`src/rtl/alu_pkg.sv`:
```
// Shared definitions for the ALU execute sequencer: opcodes, instruction
// field positions, FSM encoding and opcode-class predicates.
package alu_pkg;

  localparam logic [3:0] OP_ADD = 4'd0;
  localparam logic [3:0] OP_SUB = 4'd1;
  localparam logic [3:0] OP_AND = 4'd2;
  localparam logic [3:0] OP_OR  = 4'd3;
  localparam logic [3:0] OP_XOR = 4'd4;
  localparam logic [3:0] OP_CMP = 4'd5;
  localparam logic [3:0] OP_MOV = 4'd6;
  localparam logic [3:0] OP_RSV = 4'd7;
  localparam logic [3:0] OP_SLL = 4'd8;
  localparam logic [3:0] OP_SRL = 4'd9;
  localparam logic [3:0] OP_ROL = 4'd10;
  localparam logic [3:0] OP_SRA = 4'd11;

  // Instruction word layout; bits [5:4] are reserved and never latched.
  localparam int OP_LO = 12;
  localparam int RD_LO = 9;
  localparam int RS_LO = 6;
  localparam int D_LO  = 0;

  typedef enum logic [1:0] {
    ST_IDLE = 2'd0,
    ST_READ = 2'd1,
    ST_EXEC = 2'd2,
    ST_WB   = 2'd3
  } state_e;

  // Arithmetic/logic/shift ops and MOV write the destination register.
  function automatic logic writes_rd(input logic [3:0] op);
    return (op <= OP_XOR) || (op == OP_MOV) || (op >= OP_SLL && op <= OP_SRA);
  endfunction

  // CMP updates flags without writing back; MOV moves data only.
  function automatic logic writes_flags(input logic [3:0] op);
    return (op <= OP_CMP) || (op >= OP_SLL && op <= OP_SRA);
  endfunction

  function automatic logic is_illegal(input logic [3:0] op);
    return op >= 4'd12;
  endfunction

endpackage

```
`src/rtl/alu_exec_ctrl_if.sv`:
```
// Instruction handshake between the instruction source and the sequencer.
interface alu_exec_ctrl_if;
  logic        instr_valid;
  logic        instr_ready;
  logic [15:0] instr;

  modport master (output instr_valid, output instr, input instr_ready);
  modport slave  (input instr_valid, input instr, output instr_ready);
endinterface

```
`src/rtl/alu_flag_reg.sv`:
```
// Architectural {S,Z,C,V} flag register with load enable.
module alu_flag_reg (
  input  logic       clk,
  input  logic       rst_n,
  input  logic       load,
  input  logic [3:0] flags_in,
  output logic [3:0] flags_out
);
  logic [3:0] flags_d, flags_q;

  // Hold unless a flag-writing instruction retires.
  always_comb begin
    flags_d = flags_q;
    if (load) flags_d = flags_in;
  end

  // Flag storage, cleared by reset.
  always_ff @(posedge clk or negedge rst_n) begin
    if (!rst_n) flags_q <= '0;
    else        flags_q <= flags_d;
  end

  assign flags_out = flags_q;
endmodule

```
`src/rtl/alu_exec_ctrl.sv`:
```
// Four-state execute sequencer: accept instruction, read operands, run the
// combinational ALU, write back and retire. One instruction per 4 cycles.
module alu_exec_ctrl
  import alu_pkg::*;
#(
  parameter int DATA_W = 16,
  parameter int REG_AW = 3,
  parameter int CNT_W  = 16
) (
  input  logic              clk,
  input  logic              rst_n,
  alu_exec_ctrl_if.slave    ifc,
  output logic [REG_AW-1:0] rf_ra_addr,
  output logic [REG_AW-1:0] rf_rb_addr,
  input  logic [DATA_W-1:0] rf_ra_data,
  input  logic [DATA_W-1:0] rf_rb_data,
  output logic [3:0]        alu_opcode,
  output logic [3:0]        alu_d,
  output logic [DATA_W-1:0] alu_in_a,
  output logic [DATA_W-1:0] alu_in_b,
  input  logic [DATA_W-1:0] alu_out,
  input  logic              alu_S,
  input  logic              alu_Z,
  input  logic              alu_C,
  input  logic              alu_V,
  output logic              rf_we,
  output logic [REG_AW-1:0] rf_wa,
  output logic [DATA_W-1:0] rf_wd,
  output logic [3:0]        flags,
  output logic              busy,
  output logic              done,
  output logic              illegal,
  output logic [CNT_W-1:0]  retired_cnt
);

  state_e state_q, state_d;

  // Latched instruction fields; the reserved bits are deliberately dropped.
  logic [3:0]        op_q, op_d;
  logic [REG_AW-1:0] rd_q, rd_d;
  logic [REG_AW-1:0] rs_q, rs_d;
  logic [3:0]        dsh_q, dsh_d;
  logic [DATA_W-1:0] opa_q, opa_d;
  logic [DATA_W-1:0] opb_q, opb_d;
  logic [DATA_W-1:0] wd_q, wd_d;
  logic [3:0]        cand_q, cand_d;
  logic [CNT_W-1:0]  cnt_q, cnt_d;

  logic accept;
  logic flag_load;

  assign accept = (state_q == ST_IDLE) && ifc.instr_valid;

  // State register.
  always_ff @(posedge clk or negedge rst_n) begin
    if (!rst_n) state_q <= ST_IDLE;
    else        state_q <= state_d;
  end

  // Next-state: fixed one-cycle-per-state walk, no stall.
  always_comb begin
    state_d = state_q;
    case (state_q)
      ST_IDLE: if (accept) state_d = ST_READ;
      ST_READ: state_d = ST_EXEC;
      ST_EXEC: state_d = ST_WB;
      ST_WB:   state_d = ST_IDLE;
      default: state_d = ST_IDLE;
    endcase
  end

  // State-decoded outputs; instr_ready never looks at instr_valid.
  always_comb begin
    ifc.instr_ready = (state_q == ST_IDLE);
    busy            = (state_q != ST_IDLE);
    done            = (state_q == ST_WB);
    illegal         = (state_q == ST_WB) && is_illegal(op_q);
    rf_we           = (state_q == ST_WB) && writes_rd(op_q);
    flag_load       = (state_q == ST_WB) && writes_flags(op_q);
  end

  // Datapath next values: latch on accept, operands at end of READ,
  // result/flag candidate at end of EXEC, counter bump at end of WB.
  always_comb begin
    op_d   = op_q;
    rd_d   = rd_q;
    rs_d   = rs_q;
    dsh_d  = dsh_q;
    opa_d  = opa_q;
    opb_d  = opb_q;
    wd_d   = wd_q;
    cand_d = cand_q;
    cnt_d  = cnt_q;
    if (accept) begin
      op_d  = ifc.instr[OP_LO +: 4];
      rd_d  = ifc.instr[RD_LO +: REG_AW];
      rs_d  = ifc.instr[RS_LO +: REG_AW];
      dsh_d = ifc.instr[D_LO +: 4];
    end
    if (state_q == ST_READ) begin
      opa_d = rf_ra_data;
      opb_d = rf_rb_data;
    end
    if (state_q == ST_EXEC) begin
      wd_d   = alu_out;
      cand_d = {alu_S, alu_Z, alu_C, alu_V};
    end
    if (state_q == ST_WB) cnt_d = cnt_q + CNT_W'(1);
  end

  // Datapath registers.
  always_ff @(posedge clk or negedge rst_n) begin
    if (!rst_n) begin
      op_q   <= '0;
      rd_q   <= '0;
      rs_q   <= '0;
      dsh_q  <= '0;
      opa_q  <= '0;
      opb_q  <= '0;
      wd_q   <= '0;
      cand_q <= '0;
      cnt_q  <= '0;
    end else begin
      op_q   <= op_d;
      rd_q   <= rd_d;
      rs_q   <= rs_d;
      dsh_q  <= dsh_d;
      opa_q  <= opa_d;
      opb_q  <= opb_d;
      wd_q   <= wd_d;
      cand_q <= cand_d;
      cnt_q  <= cnt_d;
    end
  end

  alu_flag_reg u_flags (
    .clk      (clk),
    .rst_n    (rst_n),
    .load     (flag_load),
    .flags_in (cand_q),
    .flags_out(flags)
  );

  // Fields stay on the ALU/RF buses until the next instruction is latched.
  assign rf_ra_addr  = rd_q;
  assign rf_rb_addr  = rs_q;
  assign rf_wa       = rd_q;
  assign rf_wd       = wd_q;
  assign alu_opcode  = op_q;
  assign alu_d       = dsh_q;
  assign alu_in_a    = opa_q;
  assign alu_in_b    = opb_q;
  assign retired_cnt = cnt_q;

endmodule

```
`src/flat_wrapper.sv`:
```
// flat-port wrapper written by rule: the top's interface ports become plain ports
module alu_exec_ctrl_flat import alu_pkg::*;
#(
  parameter int DATA_W = 16,
  parameter int REG_AW = 3,
  parameter int CNT_W  = 16
)
  (clk, rst_n, rf_ra_addr, rf_rb_addr, rf_ra_data, rf_rb_data, alu_opcode, alu_d, alu_in_a, alu_in_b, alu_out, alu_S, alu_Z, alu_C, alu_V, rf_we, rf_wa, rf_wd, flags, busy, done, illegal, retired_cnt, ifc_instr_valid, ifc_instr, ifc_instr_ready);
  alu_exec_ctrl_if ifc_i ();
  input  logic clk;
  input  logic rst_n;
  output logic [REG_AW-1:0] rf_ra_addr;
  output logic [REG_AW-1:0] rf_rb_addr;
  input  logic [DATA_W-1:0] rf_ra_data;
  input  logic [DATA_W-1:0] rf_rb_data;
  output logic [3:0] alu_opcode;
  output logic [3:0] alu_d;
  output logic [DATA_W-1:0] alu_in_a;
  output logic [DATA_W-1:0] alu_in_b;
  input  logic [DATA_W-1:0] alu_out;
  input  logic alu_S;
  input  logic alu_Z;
  input  logic alu_C;
  input  logic alu_V;
  output logic rf_we;
  output logic [REG_AW-1:0] rf_wa;
  output logic [DATA_W-1:0] rf_wd;
  output logic [3:0] flags;
  output logic busy;
  output logic done;
  output logic illegal;
  output logic [CNT_W-1:0] retired_cnt;
  input wire logic [$bits(ifc_i.instr_valid)-1:0] ifc_instr_valid;
  input wire logic [$bits(ifc_i.instr)-1:0] ifc_instr;
  output wire logic [$bits(ifc_i.instr_ready)-1:0] ifc_instr_ready;
  assign ifc_i.instr_valid = ifc_instr_valid;
  assign ifc_i.instr = ifc_instr;
  assign ifc_instr_ready = ifc_i.instr_ready;
  alu_exec_ctrl #(.DATA_W(DATA_W), .REG_AW(REG_AW), .CNT_W(CNT_W)) u_core (.clk(clk), .rst_n(rst_n), .ifc(ifc_i), .rf_ra_addr(rf_ra_addr), .rf_rb_addr(rf_rb_addr), .rf_ra_data(rf_ra_data), .rf_rb_data(rf_rb_data), .alu_opcode(alu_opcode), .alu_d(alu_d), .alu_in_a(alu_in_a), .alu_in_b(alu_in_b), .alu_out(alu_out), .alu_S(alu_S), .alu_Z(alu_Z), .alu_C(alu_C), .alu_V(alu_V), .rf_we(rf_we), .rf_wa(rf_wa), .rf_wd(rf_wd), .flags(flags), .busy(busy), .done(done), .illegal(illegal), .retired_cnt(retired_cnt));
endmodule
```
`config.mk`:
```
export PLATFORM = sky130hd
export DESIGN_NAME = alu_exec_ctrl_flat
export DESIGN_NICKNAME = d
export VERILOG_FILES = /design/src/rtl/alu_pkg.sv /design/src/rtl/alu_exec_ctrl_if.sv /design/src/rtl/alu_flag_reg.sv /design/src/rtl/alu_exec_ctrl.sv /design/src/flat_wrapper.sv
export SDC_FILE = /design/constraint.sdc
export NUM_CORES = 1
export LEC_CHECK = 0
export CAP_MARGIN = 40
export CORE_ASPECT_RATIO = 1.2
export CORE_MARGIN = 10
export CORE_UTILIZATION = 40
export DETAILED_ROUTE_END_ITERATION = 8
export GPL_TIMING_DRIVEN = 1
export HOLD_SLACK_MARGIN = 0.05
export PLACE_DENSITY = 0.81
export SYNTH_ARGS = -nofsm -noshare
export SYNTH_HDL_FRONTEND = slang
export SYNTH_HIERARCHICAL = 1
export SYNTH_SLANG_ARGS = --single-unit
export TNS_END_PERCENT = 30
```
`constraint.sdc`:
```
create_clock -name clk -period 3.89 [get_ports clk]
set_input_delay 0.778 -clock clk [delete_from_list [all_inputs] [get_ports clk]]
set_output_delay 0.778 -clock clk [all_outputs]
set_load 0.02 [all_outputs]
```
# Word-level counts from Yosys, hierarchy flattened
# Cells that the tools add are included.
# word_totals
in_bits	71
mem_count	0
ramBits	0
latchBits	0
rom_bits	0
output_inout_bits	90
word_cells	34
register_bits	88
# classes
n_bitwise	0
n_reduce_logical	10
eq_ne	5
n_addsub	1
n_mux	2
shift	0
multipliers	0
n_lt_le_gt_ge	5
n_div	0
# ops
cell	count
$add 16x1->16 const B	1
$ge 4x4->1 const B	2
$le 4x3->1 const B	2
$pmux 2 s4	1
$logic_and 1x1->1	5
$eq 2x2->1 const B	2
$eq 4x3->1 const B	1
$le 4x4->1 const B	1
$logic_or 1x1->1	3
$eq 2x1->1 const B	1
$logic_not 2->1	1
$mux 2	1
$ne 2x1->1 const B	1
$reduce_bool 2->1	1

# Longest topological paths before layout
# depth
word_depth	4
depth_mapped	5
ltp_nobuf	5

# Cells and area by module
# The synthesis kept the hierarchy.
# modules_own_cells
mod	seq_area_each_um2	instances	cells_each	area_per_inst_um2
alu_exec_ctrl	2102.0	1	222	3358.2
alu_flag_reg	100.1	1	8	145.1

# Worst setup path before layout
# OpenSTA, ideal clock, no wires.
# synth_timing
path_kind	register to output
startpoint	register u_core.state_q[1]
endpoint	output port illegal
n_path_buf	1
required_ns	3.112
path_slack_ns	1.961
stages_incl_launch_ff	4
t_arrival_ns	1.151
path_cell_list	dfrtp_1 -> ha_1 -> buf_2 -> and3_1
# synth_between
elab_chain_cells	2
# synth_lines
item	line_no	source
from (decl)	alu_exec_ctrl.sv:36	state_e state_q, state_d;
from (signal assigned)	alu_exec_ctrl.sv:57	else state_q <= state_d;
$eq 2x2->1	n/a	
via done	flat_wrapper.sv:30	output logic done;
$logic_and 1x1->1	alu_exec_ctrl.sv:77	illegal = (state_q == ST_WB) && is_illegal(op_q);
to (decl)	flat_wrapper.sv:31	output logic illegal;
# The timed path passes the listed nets, and every way through them passes these cells.

# Final worst setup path
# layout_timing
startpoint	register u_core.state_q[1]
endpoint	output port illegal
# layout_between
elab_chain_cells	2
# layout_lines
item	line_no
$eq 2x2->1	alu_exec_ctrl.sv:77
$logic_and 1x1->1	alu_exec_ctrl.sv:77
# Every way passes these cells.

==> out/results.ini <==
[sta]
tightest_slew_ns=0.604
drv_slew=0
min_period_ns=2.78
timing.fmax_ghz=0.360
setup_tns_ns=0
post-route-period-util=0.713
hold_viol_final=0
rsz0062_at_grt=false
setup_viol_count_final=0
fin_worst_skew_ns=0.00451
hold_ws_ns=0.419
maxSlewHeadroom=0.596

[power]
p_per_area_nw_per_um2=839
peakVddDrop_v=0.000447
total_power_mw=4.51
leakagePower_nw=2.26

[floorplan]
rows=37
start_util=0.409
core_area_um2=8560
die_h_um=123
dieArea_um2=12900
dieWidth_um=105
pin_count=161

[finish]
final_nets=468
drive_above_1_share=0.224
final_cell_mix=clkdlybuf4s50_1, dfrtp_1, mux2_2, clkbuf_8, xor2_1
num_antenna_cells=0
final_common_cell=clkdlybuf4s50_1
area_growth_pct=53.5
fin_cells=510

[place]
dp.cells=497
gp_congestion=0.771
dp_hpwl_mm=7.10
port_buffers=158

[synthesis]
synth_top_area_share=0.629
netlist_area_um2=3500
avgSynthCellArea_um2=15.2
synth_ff_type=dfrtp_1
synthXorXnorAreaFrac=0.0375
synth-seq-area-share=0.629
synth_compound_area_frac=0.00429
ys_warn_count=6
async_flop_share=1.00
synth_fa_ha_area_frac=0.0214
synthDistinctLibCells=22
yosys.area_share.simple=0.0539
synthTopCellsByArea=dfrtp_1, mux2_2, xor2_1
synth_top_area_cell=dfrtp_1
syn-num-nets=307
synth_top_family_by_area=multiplexers
synthMuxAreaShare=0.231
syn_inst=230
synth-edff-count=0
synth_seq_cells=88

[clock_tree]
cts_hold_buf=0
path_clk_slew_ns=0.08
clockBufferDepth=2
cts_resized=0
cts.sinks=88
cts_tree=done
root_buffer=clkbuf_8
clock_latency_ns=0.34
cts_buffers=9
cts_setup_buffers=0
htreeDepth=3

[global_routing]
antenna_found_initial=0
grt_pass1_wl_mm=14.2
grt_max_degree=49
track_usage=0.139
grt_overflow=0
grt_pass1_vias=2701

[setup_path]
critPathMaxFanout=10
crit_slowest_cell=clkdlybuf4s50_1
cp.arrival_ns=2.00
critPathLaunchType=register
worst_ep_required_time_ns=3.11
endpoint_kind=output pin
critical_path_class=reg2out
crit_chain=ha_1, and3_1, clkdlybuf4s50_1
slowest_delay_ns=0.63

[run_status]
status=completed

[drt]
wl_mm=8.94
drc=0
wl_per_cell_um=17.5
vias=2412
dr.pass1.iters=4
drt_iter0_markers=53
antenna_left=0
avgViaCountPerCell=4.73

[job]
cap_viol_max_count=0

[min_path]
min_path_type=in2async

## final cells by class
type | count | area, µm²
Tap cell | 117 | 146
Sequential cell | 88 | 2200
Inverter | 5 | 18.8
Fill cell | 690 | 3190
Multi-Input combinational cell | 126 | 1220
Timing Repair Buffer | 161 | 1630
Clock buffer | 12 | 155
Clock inverter | 1 | 5.00
## sequential cells by signal, summed over array words and instances, names as in the netlist
name,count
u_core/cand_q,4
u_core/state_q,2
u_core/rf_wd,16
u_core/retired_cnt,16
u_core/rf_ra_addr,3
u_core/alu_in_b,16
u_core/u_flags/flags_out,4
u_core/alu_d,4
u_core/alu_opcode,4
u_core/alu_in_a,16
u_core/rf_rb_addr,3
## path summary, 6_finish.rpt
kind | startpoint | to | slack [ns] | cells after the start
setup / recovery | u_core/state_q[1] | illegal | 1.11 | 3
hold / removal | rst_n | u_core/alu_in_b[15] | 0.42 | 1
setup reg to reg | u_core/state_q[1] | u_core/alu_in_b[3] | 2.00 | 4
hold reg to reg | u_core/retired_cnt[15] | u_core/retired_cnt[15] | 0.47 | 1
max in group asynchronous | rst_n | u_core/alu_in_a[5] | 2.85 | 2
min in group clk | u_core/retired_cnt[15] | u_core/retired_cnt[15] | 0.47 | 1
## where the power goes
part           internal, mW  total (mW)  switching, mW
Combinational          1.28        2.37           1.09
Clock                 0.256       0.544          0.288
Sequential             1.34        1.59          0.256
## layer usage
layer	global-route usage	vias up	wire (µm)
met2	0.231	99	4440
met3	0.0834	8	1050
met5	0	-	0
li1	-	1113	-
met1	0.147	1192	3370
met4	0.0387	0	77
## worst max-delay path: cells and delay by family (launching register included)
kind / cells / cell delay [ns]
buffers and inverters: 1 / 0.63
adders and majority gates: 1 / 0.42
DFF: 1 / 0.39
and+or+nand+nor: 1 / 0.21
## cells by family (layout without fill, tap and decap cells)
logic type / after synthesis / in the layout
flops: 88 / 88
mux: 72 / 72
fa+ha+maj: 6 / 6
xor+xnor: 15 / 15
buf+inv: 16 / 179
simple gates: 30 / 30
compound gates: 3 / 3
## cell usage after synthesis (3+ instances only)
cell and n:
nand4_1 4, nand2_1 6, xor2_1 9, xnor2_1 6
mux2_2 70, nor3_1 5, buf_2 7, ha_1 6
buf_4 3, nor4_1 4, inv_1 5, dfrtp_1 88
## through the flow
step | instance area (µm²) | util | setup slack, ns
2_1_floorplan | 3500 | - | 1.96
3_3_place_gp | 5170 | 0.604 | 1.48
3_5_place_dp | 5220 | 0.609 | 1.45
4_1_cts | 5380 | 0.628 | 1.05
5_1_grt | 5380 | 0.628 | 0.969
6_report | 5380 | 0.628 | 1.11
(Power assumes the default switching activity.)
